$ cat src/rtl/mdu_alu_sequencer_if.sv
// Bundle of the pipeline, shared-ALU and result signals of the multiply/divide sequencer.
// The master drives requests, the pipeline operands and the ALU result; the slave is the sequencer.
interface mdu_alu_sequencer_if #(
  parameter int WIDTH = 32
);
  logic             start;
  logic             op;
  logic [WIDTH-1:0] a;
  logic [WIDTH-1:0] b;
  logic [WIDTH-1:0] cpu_A;
  logic [WIDTH-1:0] cpu_B;
  logic [1:0]       cpu_ALUOp;
  logic [WIDTH-1:0] alu_result;
  logic [WIDTH-1:0] alu_A;
  logic [WIDTH-1:0] alu_B;
  logic [1:0]       alu_ALUOp;
  logic             busy;
  logic             done;
  logic [WIDTH-1:0] hi;
  logic [WIDTH-1:0] lo;

  modport master (
    output start, op, a, b, cpu_A, cpu_B, cpu_ALUOp, alu_result,
    input  alu_A, alu_B, alu_ALUOp, busy, done, hi, lo
  );

  modport slave (
    input  start, op, a, b, cpu_A, cpu_B, cpu_ALUOp, alu_result,
    output alu_A, alu_B, alu_ALUOp, busy, done, hi, lo
  );
endinterface

$ cat src/rtl/mdu_alu_sequencer.sv
// Multi-cycle unsigned MULTU/DIVU unit that borrows the pipeline's ALU for its add/subtract.
// One iteration per cycle; hi/lo are written only when an operation completes.
//
// state  | meaning
// S_IDLE | ALU passed through from pipeline, waiting for start
// S_MUL  | shift-add multiply iteration, ALU doing ADD
// S_DIV  | restoring divide iteration, ALU doing SUB
// S_DONE | result valid, done pulse, ALU passed through
module mdu_alu_sequencer #(
  parameter int WIDTH     = 32,
  parameter bit FAST_ZERO = 1'b1
) (
  input logic                clk,
  input logic                reset,
  mdu_alu_sequencer_if.slave bus
);
  localparam int CW = $clog2(WIDTH);
  localparam logic [CW-1:0] LAST = CW'(WIDTH - 1);

  typedef enum logic [1:0] {S_IDLE, S_MUL, S_DIV, S_DONE} state_t;

  state_t           r_state;
  state_t           w_next;
  logic [CW-1:0]    r_count;
  logic [WIDTH-1:0] r_acc_hi;
  logic [WIDTH-1:0] r_acc_lo;
  logic [WIDTH-1:0] r_opnd;
  logic [WIDTH-1:0] r_hi;
  logic [WIDTH-1:0] r_lo;

  logic             w_fast;
  logic             w_last;
  logic             w_mul_c;
  logic [WIDTH-1:0] w_mul_hi;
  logic [WIDTH-1:0] w_mul_lo;
  logic [WIDTH:0]   w_r33;
  logic             w_ge;
  logic [WIDTH-1:0] w_div_hi;
  logic [WIDTH-1:0] w_div_lo;

  assign w_fast = FAST_ZERO && (bus.op ? (bus.b == '0) : ((bus.a == '0) || (bus.b == '0)));
  assign w_last = (r_count == LAST);

  // Multiply step: carry out of P_hi + a is recovered from the wrapped sum.
  always_comb begin
    w_mul_c = (bus.alu_result < r_acc_hi);
    if (r_acc_lo[0]) begin
      {w_mul_hi, w_mul_lo} = {w_mul_c, bus.alu_result, r_acc_lo[WIDTH-1:1]};
    end else begin
      {w_mul_hi, w_mul_lo} = {1'b0, r_acc_hi, r_acc_lo[WIDTH-1:1]};
    end
  end

  // Divide step: when r33[32] is set the wrapped difference is already the remainder.
  always_comb begin
    w_r33    = {r_acc_hi, r_acc_lo[WIDTH-1]};
    w_ge     = w_r33[WIDTH] | (w_r33[WIDTH-1:0] >= r_opnd);
    w_div_hi = w_ge ? bus.alu_result : w_r33[WIDTH-1:0];
    w_div_lo = {r_acc_lo[WIDTH-2:0], w_ge};
  end

  always_ff @(posedge clk) begin
    if (reset) r_state <= S_IDLE;
    else       r_state <= w_next;
  end

  always_comb begin
    w_next = r_state;
    case (r_state)
      S_IDLE: if (bus.start) w_next = w_fast ? S_DONE : (bus.op ? S_DIV : S_MUL);
      S_MUL:  if (w_last) w_next = S_DONE;
      S_DIV:  if (w_last) w_next = S_DONE;
      S_DONE: w_next = S_IDLE;
      default: w_next = S_IDLE;
    endcase
  end

  always_ff @(posedge clk) begin
    if (reset) begin
      r_count  <= '0;
      r_acc_hi <= '0;
      r_acc_lo <= '0;
      r_opnd   <= '0;
      r_hi     <= '0;
      r_lo     <= '0;
    end else begin
      case (r_state)
        S_IDLE: begin
          if (bus.start) begin
            r_count  <= '0;
            r_acc_hi <= '0;
            r_acc_lo <= bus.op ? bus.a : bus.b;
            r_opnd   <= bus.op ? bus.b : bus.a;
            if (w_fast) begin
              r_hi <= bus.op ? bus.a : '0;
              r_lo <= bus.op ? '1 : '0;
            end
          end
        end
        S_MUL: begin
          r_acc_hi <= w_mul_hi;
          r_acc_lo <= w_mul_lo;
          r_count  <= r_count + 1'b1;
          if (w_last) begin
            r_hi <= w_mul_hi;
            r_lo <= w_mul_lo;
          end
        end
        S_DIV: begin
          r_acc_hi <= w_div_hi;
          r_acc_lo <= w_div_lo;
          r_count  <= r_count + 1'b1;
          if (w_last) begin
            r_hi <= w_div_hi;
            r_lo <= w_div_lo;
          end
        end
        default: ;
      endcase
    end
  end

  always_comb begin
    bus.busy      = (r_state != S_IDLE);
    bus.done      = (r_state == S_DONE);
    bus.hi        = r_hi;
    bus.lo        = r_lo;
    bus.alu_A     = bus.cpu_A;
    bus.alu_B     = bus.cpu_B;
    bus.alu_ALUOp = bus.cpu_ALUOp;
    case (r_state)
      S_MUL: begin
        bus.alu_A     = r_acc_hi;
        bus.alu_B     = r_opnd;
        bus.alu_ALUOp = 2'b00;
      end
      S_DIV: begin
        bus.alu_A     = w_r33[WIDTH-1:0];
        bus.alu_B     = r_opnd;
        bus.alu_ALUOp = 2'b01;
      end
      default: ;
    endcase
  end
endmodule

$ cat src/flat_wrapper.sv
// flat-port wrapper written by rule: the top's interface ports become plain ports
module mdu_alu_sequencer_flat 
#(
  parameter int WIDTH     = 32,
  parameter bit FAST_ZERO = 1'b1
)
  (clk, reset, bus_start, bus_op, bus_a, bus_b, bus_cpu_A, bus_cpu_B, bus_cpu_ALUOp, bus_alu_result, bus_alu_A, bus_alu_B, bus_alu_ALUOp, bus_busy, bus_done, bus_hi, bus_lo);
  mdu_alu_sequencer_if #(.WIDTH(WIDTH)) bus_i ();
  input logic clk;
  input logic reset;
  input wire logic [$bits(bus_i.start)-1:0] bus_start;
  input wire logic [$bits(bus_i.op)-1:0] bus_op;
  input wire logic [$bits(bus_i.a)-1:0] bus_a;
  input wire logic [$bits(bus_i.b)-1:0] bus_b;
  input wire logic [$bits(bus_i.cpu_A)-1:0] bus_cpu_A;
  input wire logic [$bits(bus_i.cpu_B)-1:0] bus_cpu_B;
  input wire logic [$bits(bus_i.cpu_ALUOp)-1:0] bus_cpu_ALUOp;
  input wire logic [$bits(bus_i.alu_result)-1:0] bus_alu_result;
  output wire logic [$bits(bus_i.alu_A)-1:0] bus_alu_A;
  output wire logic [$bits(bus_i.alu_B)-1:0] bus_alu_B;
  output wire logic [$bits(bus_i.alu_ALUOp)-1:0] bus_alu_ALUOp;
  output wire logic [$bits(bus_i.busy)-1:0] bus_busy;
  output wire logic [$bits(bus_i.done)-1:0] bus_done;
  output wire logic [$bits(bus_i.hi)-1:0] bus_hi;
  output wire logic [$bits(bus_i.lo)-1:0] bus_lo;
  assign bus_i.start = bus_start;
  assign bus_i.op = bus_op;
  assign bus_i.a = bus_a;
  assign bus_i.b = bus_b;
  assign bus_i.cpu_A = bus_cpu_A;
  assign bus_i.cpu_B = bus_cpu_B;
  assign bus_i.cpu_ALUOp = bus_cpu_ALUOp;
  assign bus_i.alu_result = bus_alu_result;
  assign bus_alu_A = bus_i.alu_A;
  assign bus_alu_B = bus_i.alu_B;
  assign bus_alu_ALUOp = bus_i.alu_ALUOp;
  assign bus_busy = bus_i.busy;
  assign bus_done = bus_i.done;
  assign bus_hi = bus_i.hi;
  assign bus_lo = bus_i.lo;
  mdu_alu_sequencer #(.WIDTH(WIDTH), .FAST_ZERO(FAST_ZERO)) u_core (.clk(clk), .reset(reset), .bus(bus_i));
endmodule
$ cat config.mk
export PLATFORM = sky130hd
export DESIGN_NAME = mdu_alu_sequencer_flat
export DESIGN_NICKNAME = d
export VERILOG_FILES = /design/src/rtl/mdu_alu_sequencer_if.sv /design/src/rtl/mdu_alu_sequencer.sv /design/src/flat_wrapper.sv
export SDC_FILE = /design/constraint.sdc
export NUM_CORES = 1
export LEC_CHECK = 0
export ABC_AREA = 1
export CELL_PAD_IN_SITES_DETAIL_PLACEMENT = 2
export CELL_PAD_IN_SITES_GLOBAL_PLACEMENT = 2
export CORE_MARGIN = 2
export CORE_UTILIZATION = 23
export CTS_CLUSTER_SIZE = 12
export DETAILED_ROUTE_END_ITERATION = 6
export PLACE_DENSITY_LB_ADDON = 0.3
export REMOVE_ABC_BUFFERS = 1
export SKIP_LAST_GASP = 1
export SYNTH_ARGS = -nofsm -noshare
export SYNTH_HDL_FRONTEND = slang
export SYNTH_SLANG_ARGS = --single-unit
$ cat constraint.sdc
create_clock -name clk -period 2 [get_ports clk]
set_input_delay 0.3 -clock clk [delete_from_list [all_inputs] [get_ports clk]]
set_output_delay 0.3 -clock clk [all_outputs]
set_load 0.02 [all_outputs]
==> results of run 1 <==
-- sequential cells by signal, indices dropped and copies added (netlist names) --
name,count
u_core.bus.hi,32
u_core.bus.lo,32
u_core.r_acc_hi,32
u_core.r_acc_lo,32
u_core.r_count,5
u_core.r_opnd,32
u_core.r_state,2
-- cell families (layout without fill, tap and decap cells) --
| family | Yosys count | after routing | share of synthesized area |
|---|---|---|---|
| AO/OA/AOI/OAI | 450 | 450 | 0.235 |
| other | 0 | 4 | 0 |
| AND/OR/NAND/NOR | 721 | 721 | 0.262 |
| flip-flops | 167 | 167 | 0.299 |
| buffers and inverters | 372 | 936 | 0.127 |
| adder cells (fa/ha/maj) | 69 | 69 | 0.0771 |
-- layout make-up --
type / count / area [um^2] / area share
antenna: 4 / 10.0 / 0.000477
clock buffer: 22 / 464 / 0.0221
clock inverter: 10 / 143 / 0.00679
inverter: 255 / 988 / 0.0471
multi-input combinational: 1240 / 8510 / 0.405
sequential: 167 / 3390 / 0.161
tap: 615 / 769 / 0.0366
timing repair buffer: 648 / 6700 / 0.319
timing repair inverter: 1 / 30.0 / 0.00143
-- routing by layer --
layer / share of wire / track usage / vias to the layer above
met5: 0 / 0 / -
met4: 0.039 / 0.0987 / 0
met3: 0.034 / 0.0338 / 139
met2: 0.51 / 0.447 / 389
met1: 0.41 / 0.325 / 7706
li1: - / - / 6992
-- critical path, delay by kind of cell (launching register included) --
| family | cells | cell delay [ns] |
|---|---|---|
| AND/OR/NAND/NOR | 10 | 1.03 |
| buffers and inverters | 3 | 0.41 |
| flip-flops | 1 | 0.36 |
| adder cells (fa/ha/maj) | 1 | 0.24 |
| AO/OA/AOI/OAI | 2 | 0.42 |
-- power by group --
group	internal, mW	switching (mW)
clock network	2.05	1.60
registers	4.56	1.13
logic	14.3	18.7
total	20.9	21.4
-- cells in the mapped netlist (31+ instances only) --
cell type    n  share of area
nand2_1    514           0.17
inv_1      253          0.085
a21oi_1    184          0.082
dfxtp_1    167           0.30
o21ai_0    122          0.055
nand3_1    110          0.049
clkbuf_1    90          0.030
ha_1        69          0.077
nor2_1      64          0.021
o211ai_1    56          0.038
a22oi_1     31          0.021
o221ai_1    31          0.024
-- how the worst max path moves through the flow --
stage | startpoint | slack (ns) | cells after the start | end
2_1_floorplan | u_core.r_state[0] | -3.13 | 10 | u_core.bus.lo[0]
3_3_place_gp | bus_a[23] | -0.50 | 11 | u_core.bus.hi[15]
3_5_place_dp | bus_b[15] | -0.61 | 12 | u_core.bus.hi[15]
4_1_cts | u_core.r_state[0] | -0.33 | 8 | bus_alu_A[1]
5_1_grt | u_core.r_opnd[23] | -0.57 | 16 | u_core.r_acc_hi[3]
6_report | u_core.r_opnd[23] | -0.57 | 16 | u_core.r_acc_hi[3]
-- stage by stage --
| stage | instances | setup WS, ns | instance area [um^2] | power (mW) |
|---|---|---|---|---|
| global route | 2962 | -0.574 | 21000 | 44.2 |
| global placement | 2851 | -0.501 | 16900 | 25.9 |
| finish | 2962 | -0.572 | 21000 | 42.3 |
| CTS | 2917 | -0.325 | 19100 | 36.2 |
| detailed placement | 2851 | -0.605 | 16900 | 26.7 |
| floorplan | 1662 | -3.13 | 10700 | 13.8 |
-- timing repair --
item | 4_1_cts | 5_1_grt
setup endpoints to repair | 199 | 200
resized for setup | 660 | 335
hold buffers | 0 | 0
endpoints found under the hold margin | 0 | 0
setup buffers | 19 | 31
pin swaps | 61 | 119
cloned | 15 | 13
==> results.toml, run 1 <==
[outcome]
status = "complete, but fails checks"
violations = "setup timing"

[drt]
via_per_inst = 5.14
wl_um = 75500
vias = 15200
antenna_violating_nets_post_route = 0
first_pass_iters = 7
drc_errors = 0
drt_iter0_markers = 770
wl_per_cell_um = 25.5

[floorplan]
die_x_um = 225
start_util = 0.234
fp.dieH_um = 225
rows = 80
io_pins = 298
die-area_um2 = 50500
core_area_um2 = 47800

[final_layout]
nets = 2565
layout_common_cells = "391 x nand2_1, 298 x buf_4, 229 x clkdlybuf4s50_1"
final_core_util = 0.439
final_common_cell = "nand2_1"
area_delta_synth_final_pct = 87.6
fillers = 5328
drive_above_1_share = 0.376

[setup_path]
critical_path_required_ns = 2.36
r2r_slack_ns = -0.57
crit_slowest_cell = "dfxtp_2"
arrival_ns = 2.94
crit_path_frequent_cell = "nand2_2"
r2r_start = "u_core.r_opnd[23]"
rr_worst_depth = 16
crit_chain = "inv_2 > ha_4 > a21o_1 > nor2_1 > nand2_1 > nand2_1 > nand2_2 > nor2_4 > buf_12 > nand2_8 > buf_16 > nand2_4 > nand3_2 > nand2_2 > nand2_2 > a21oi_2"
start_kind = "flop"
worstSetupPathType = "flop to flop"
critPathMaxFanout = 6
endpoint_kind = "flop"
slowest_delay_ns = 0.36
r2r_end = "u_core.r_acc_hi[3]"

[sta]
worst_slew_pin_slew_ns = 0.549
final_max_slew_viol_count = 0
slew_headroom = 0.634
hold_ws_ns = 0.512
fin_skew_ns = 0.0196
tns_ns = -54.53
fmax_mhz = 389
finalCriticalPeriod_ns = 2.57
setup_ws_ns = -0.572
period_share = 1.29
finalSetupViolCount = 195
hold_violations = 0
rsz0062_at_grt = "yes"

[clock_tree]
cts_tree = "yes"
clk_latency_ns = 0.47
clkTransAtPathRegs_ns = 0.07
clock-sinks = 167
cts_buffer_depth = 2
numCtsBuffers = 17
htreeDepth = 4
cts_root_buf = "clkbuf_16"

[grt]
antenna_found_initial = 4
track_usage = 0.258
grt_pass1_vias = 16300
grt-ovfl-total = 0
grt_start_max_net_pins = 64
grt_pass1_wl_um = 99200

[pwr]
leakagePower_nw = 9.59
power.density_nw_per_um2 = 2010
peakVddDrop_mv = 0.864

[logic_synthesis]
synth_edf_count = 0
synth.ff_latch_count = 167
yosysWarnings = 0
synthArstFlopShare = 0
yosysSeqAreaShare = 0.299
syn_area_per_cell_um2 = 6.29
ys_types = 32
synthCells = 1779
yosys_most_used_dff = "dfxtp_1"
netlist_area_um2 = 11200

[placement]
dp_hpwl_um = 47400
place.gp.congestion = 0.849
port_buffers = 297

[min_path]
min_from = "u_core.r_opnd[1]"
whs_endpoint = "u_core.r_opnd[1]"
hp-class = "flop to flop"
whs_path_depth = 2

[run]
drv_cap = 0
Power figures use the tool's default switching activity.
==> inputs of run 2 (changes only) <==
PLACE_DENSITY_LB_ADDON = 0.1   (was 0.3)
SLEW_MARGIN = 0   (was default)
==> results.toml, run 2 (synthesis results as in run 1) <==
[floorplan]
start_util = 0.234
core_area_um2 = 47800
io_pins = 298
die-area_um2 = 50500
die_x_um = 225
rows = 80
fp.dieH_um = 225

[setup_path]
start_kind = "flop"
worstSetupPathType = "flop to output pin"
critical_path_required_ns = 1.70
endpoint_kind = "output pin"
arrival_ns = 2.00
critPathMaxFanout = 10

[clock_tree]
clkTransAtPathRegs_ns = 0.07
clk_latency_ns = 0.46
cts_buffer_depth = 2
clock-sinks = 167
cts_tree = "yes"
hold_buffers = 0
cts_root_buf = "clkbuf_16"
htreeDepth = 4
numCtsBuffers = 17

[pwr]
power.density_nw_per_um2 = 1800
leakagePower_nw = 8.61
peakVddDrop_mv = 1.05

[grt]
grt_pass1_wl_um = 94600
grt-ovfl-total = 0
antenna_found_initial = 3
track_usage = 0.247
grt_pass1_vias = 15400
grt_start_max_net_pins = 61

[sta]
fmax_mhz = 436
slew_headroom = 0.655
period_share = 1.15
final_max_slew_viol_count = 0
rsz0062_at_grt = "yes"
finalSetupViolCount = 184
worst_slew_pin_slew_ns = 0.512
setup_ws_ns = -0.296
fin_skew_ns = 0.00933
hold_violations = 0
finalCriticalPeriod_ns = 2.30

[drt]
drt_iter0_markers = 740
wl_per_cell_um = 22.2
drc_errors = 0
first_pass_iters = 5
vias = 14200
antenna_violating_nets_post_route = 0
wl_um = 64200
via_per_inst = 4.89

[final_layout]
area_delta_synth_final_pct = 65.6
layout_common_cells = "463 x nand2_1, 279 x buf_4, 234 x inv_1"
final_core_util = 0.387
drive_above_1_share = 0.255
final_common_cell = "nand2_1"
multi_input_area_um2 = 7280
fin_area_um2 = 18500
fillers = 5638
nets = 2502
seq_area_um2 = 3370

[placement]
place.gp.congestion = 0.835
port_buffers = 297
placed_area_um2 = 16700
dp_slack_ns = -0.773
dp_hpwl_um = 46600

[run]
drv_cap = 0

[min_path]
hp-class = "flop to flop"

[outcome]
status = "complete, but fails checks"
violations = "setup timing"
run 2: power by group:
part | internal, mW | switching [mW] | total [mW]
Sequential | 4.55 | 0.927 | 5.48
Combinational | 10.2 | 14.6 | 24.8
Clock | 1.71 | 1.49 | 3.20
Total | 16.5 | 17.0 | 33.4
run 2: final cells by class:
type,instances,share of cell area
Multi-Input combinational cell,1240,0.393
Antenna cell,3,0.000405
Tap cell,615,0.0415
Sequential cell,167,0.182
Timing Repair Buffer,586,0.302
Clock buffer,18,0.0237
Clock inverter,10,0.00452
Inverter,255,0.0527
run 2: final timing paths:
path | depth (start not counted) | endpoint | start | slack [ns]
worst min register to register | 2 | u_core.r_count[4] | u_core.r_count[4] | 0.49
worst min-delay path | 2 | u_core.r_count[4] | u_core.r_count[4] | 0.49
worst max-delay path | 7 | bus_alu_A[4] | u_core.r_state[0] | -0.30
worst max register to register | 18 | u_core.bus.hi[1] | u_core.r_opnd[27] | -0.29
run 2: what timing repair did:
item,CTS,global route
gates resized for setup,349,213
endpoints found under the hold margin,0,0
endpoints found under the setup margin,185,200
pin swaps,11,41
cloned,9,7
buffers inserted,9,10
run 2: stage by stage:
step | hold WS (ns) | TNS (ns) | std cells | total power, mW
global placement | 0.455 | -69.22 | 2829 | 25.2
detailed placement | 0.489 | -73.68 | 2829 | 25.8
finish | 0.488 | -32.53 | 2894 | 33.4
global route | 0.495 | -51.05 | 2893 | 35.9
floorplan | 0.369 | -433.14 | 1662 | 13.8
CTS | 0.491 | -43.57 | 2875 | 31.2
run 2: metal layers:
| metal | vias up | wire length (um) | track usage |
|---|---|---|---|
| li1 | 6839 | - | - |
| met1 | 6968 | 30300 | 0.336 |
| met2 | 282 | 30000 | 0.404 |
| met3 | 67 | 2270 | 0.0334 |
| met4 | 0 | 1610 | 0.0812 |
| met5 | - | 0 | 0 |
run 2: worst max-delay path: stages, from the launching register on:
cell and delay (ns):
dfxtp_2 0.34, inv_2 0.06, ha_4 0.36, inv_12 0.10
buf_4 0.16, clkbuf_16 0.17, o221ai_1 0.17, buf_4 0.18
==> inputs of run 3 (changes only) <==
ABC_CLOCK_PERIOD_IN_PS = 2000   (was default)
==> results of run 3 <==
Same layout as run 2: the final DEF is identical, and so are final timing and power.
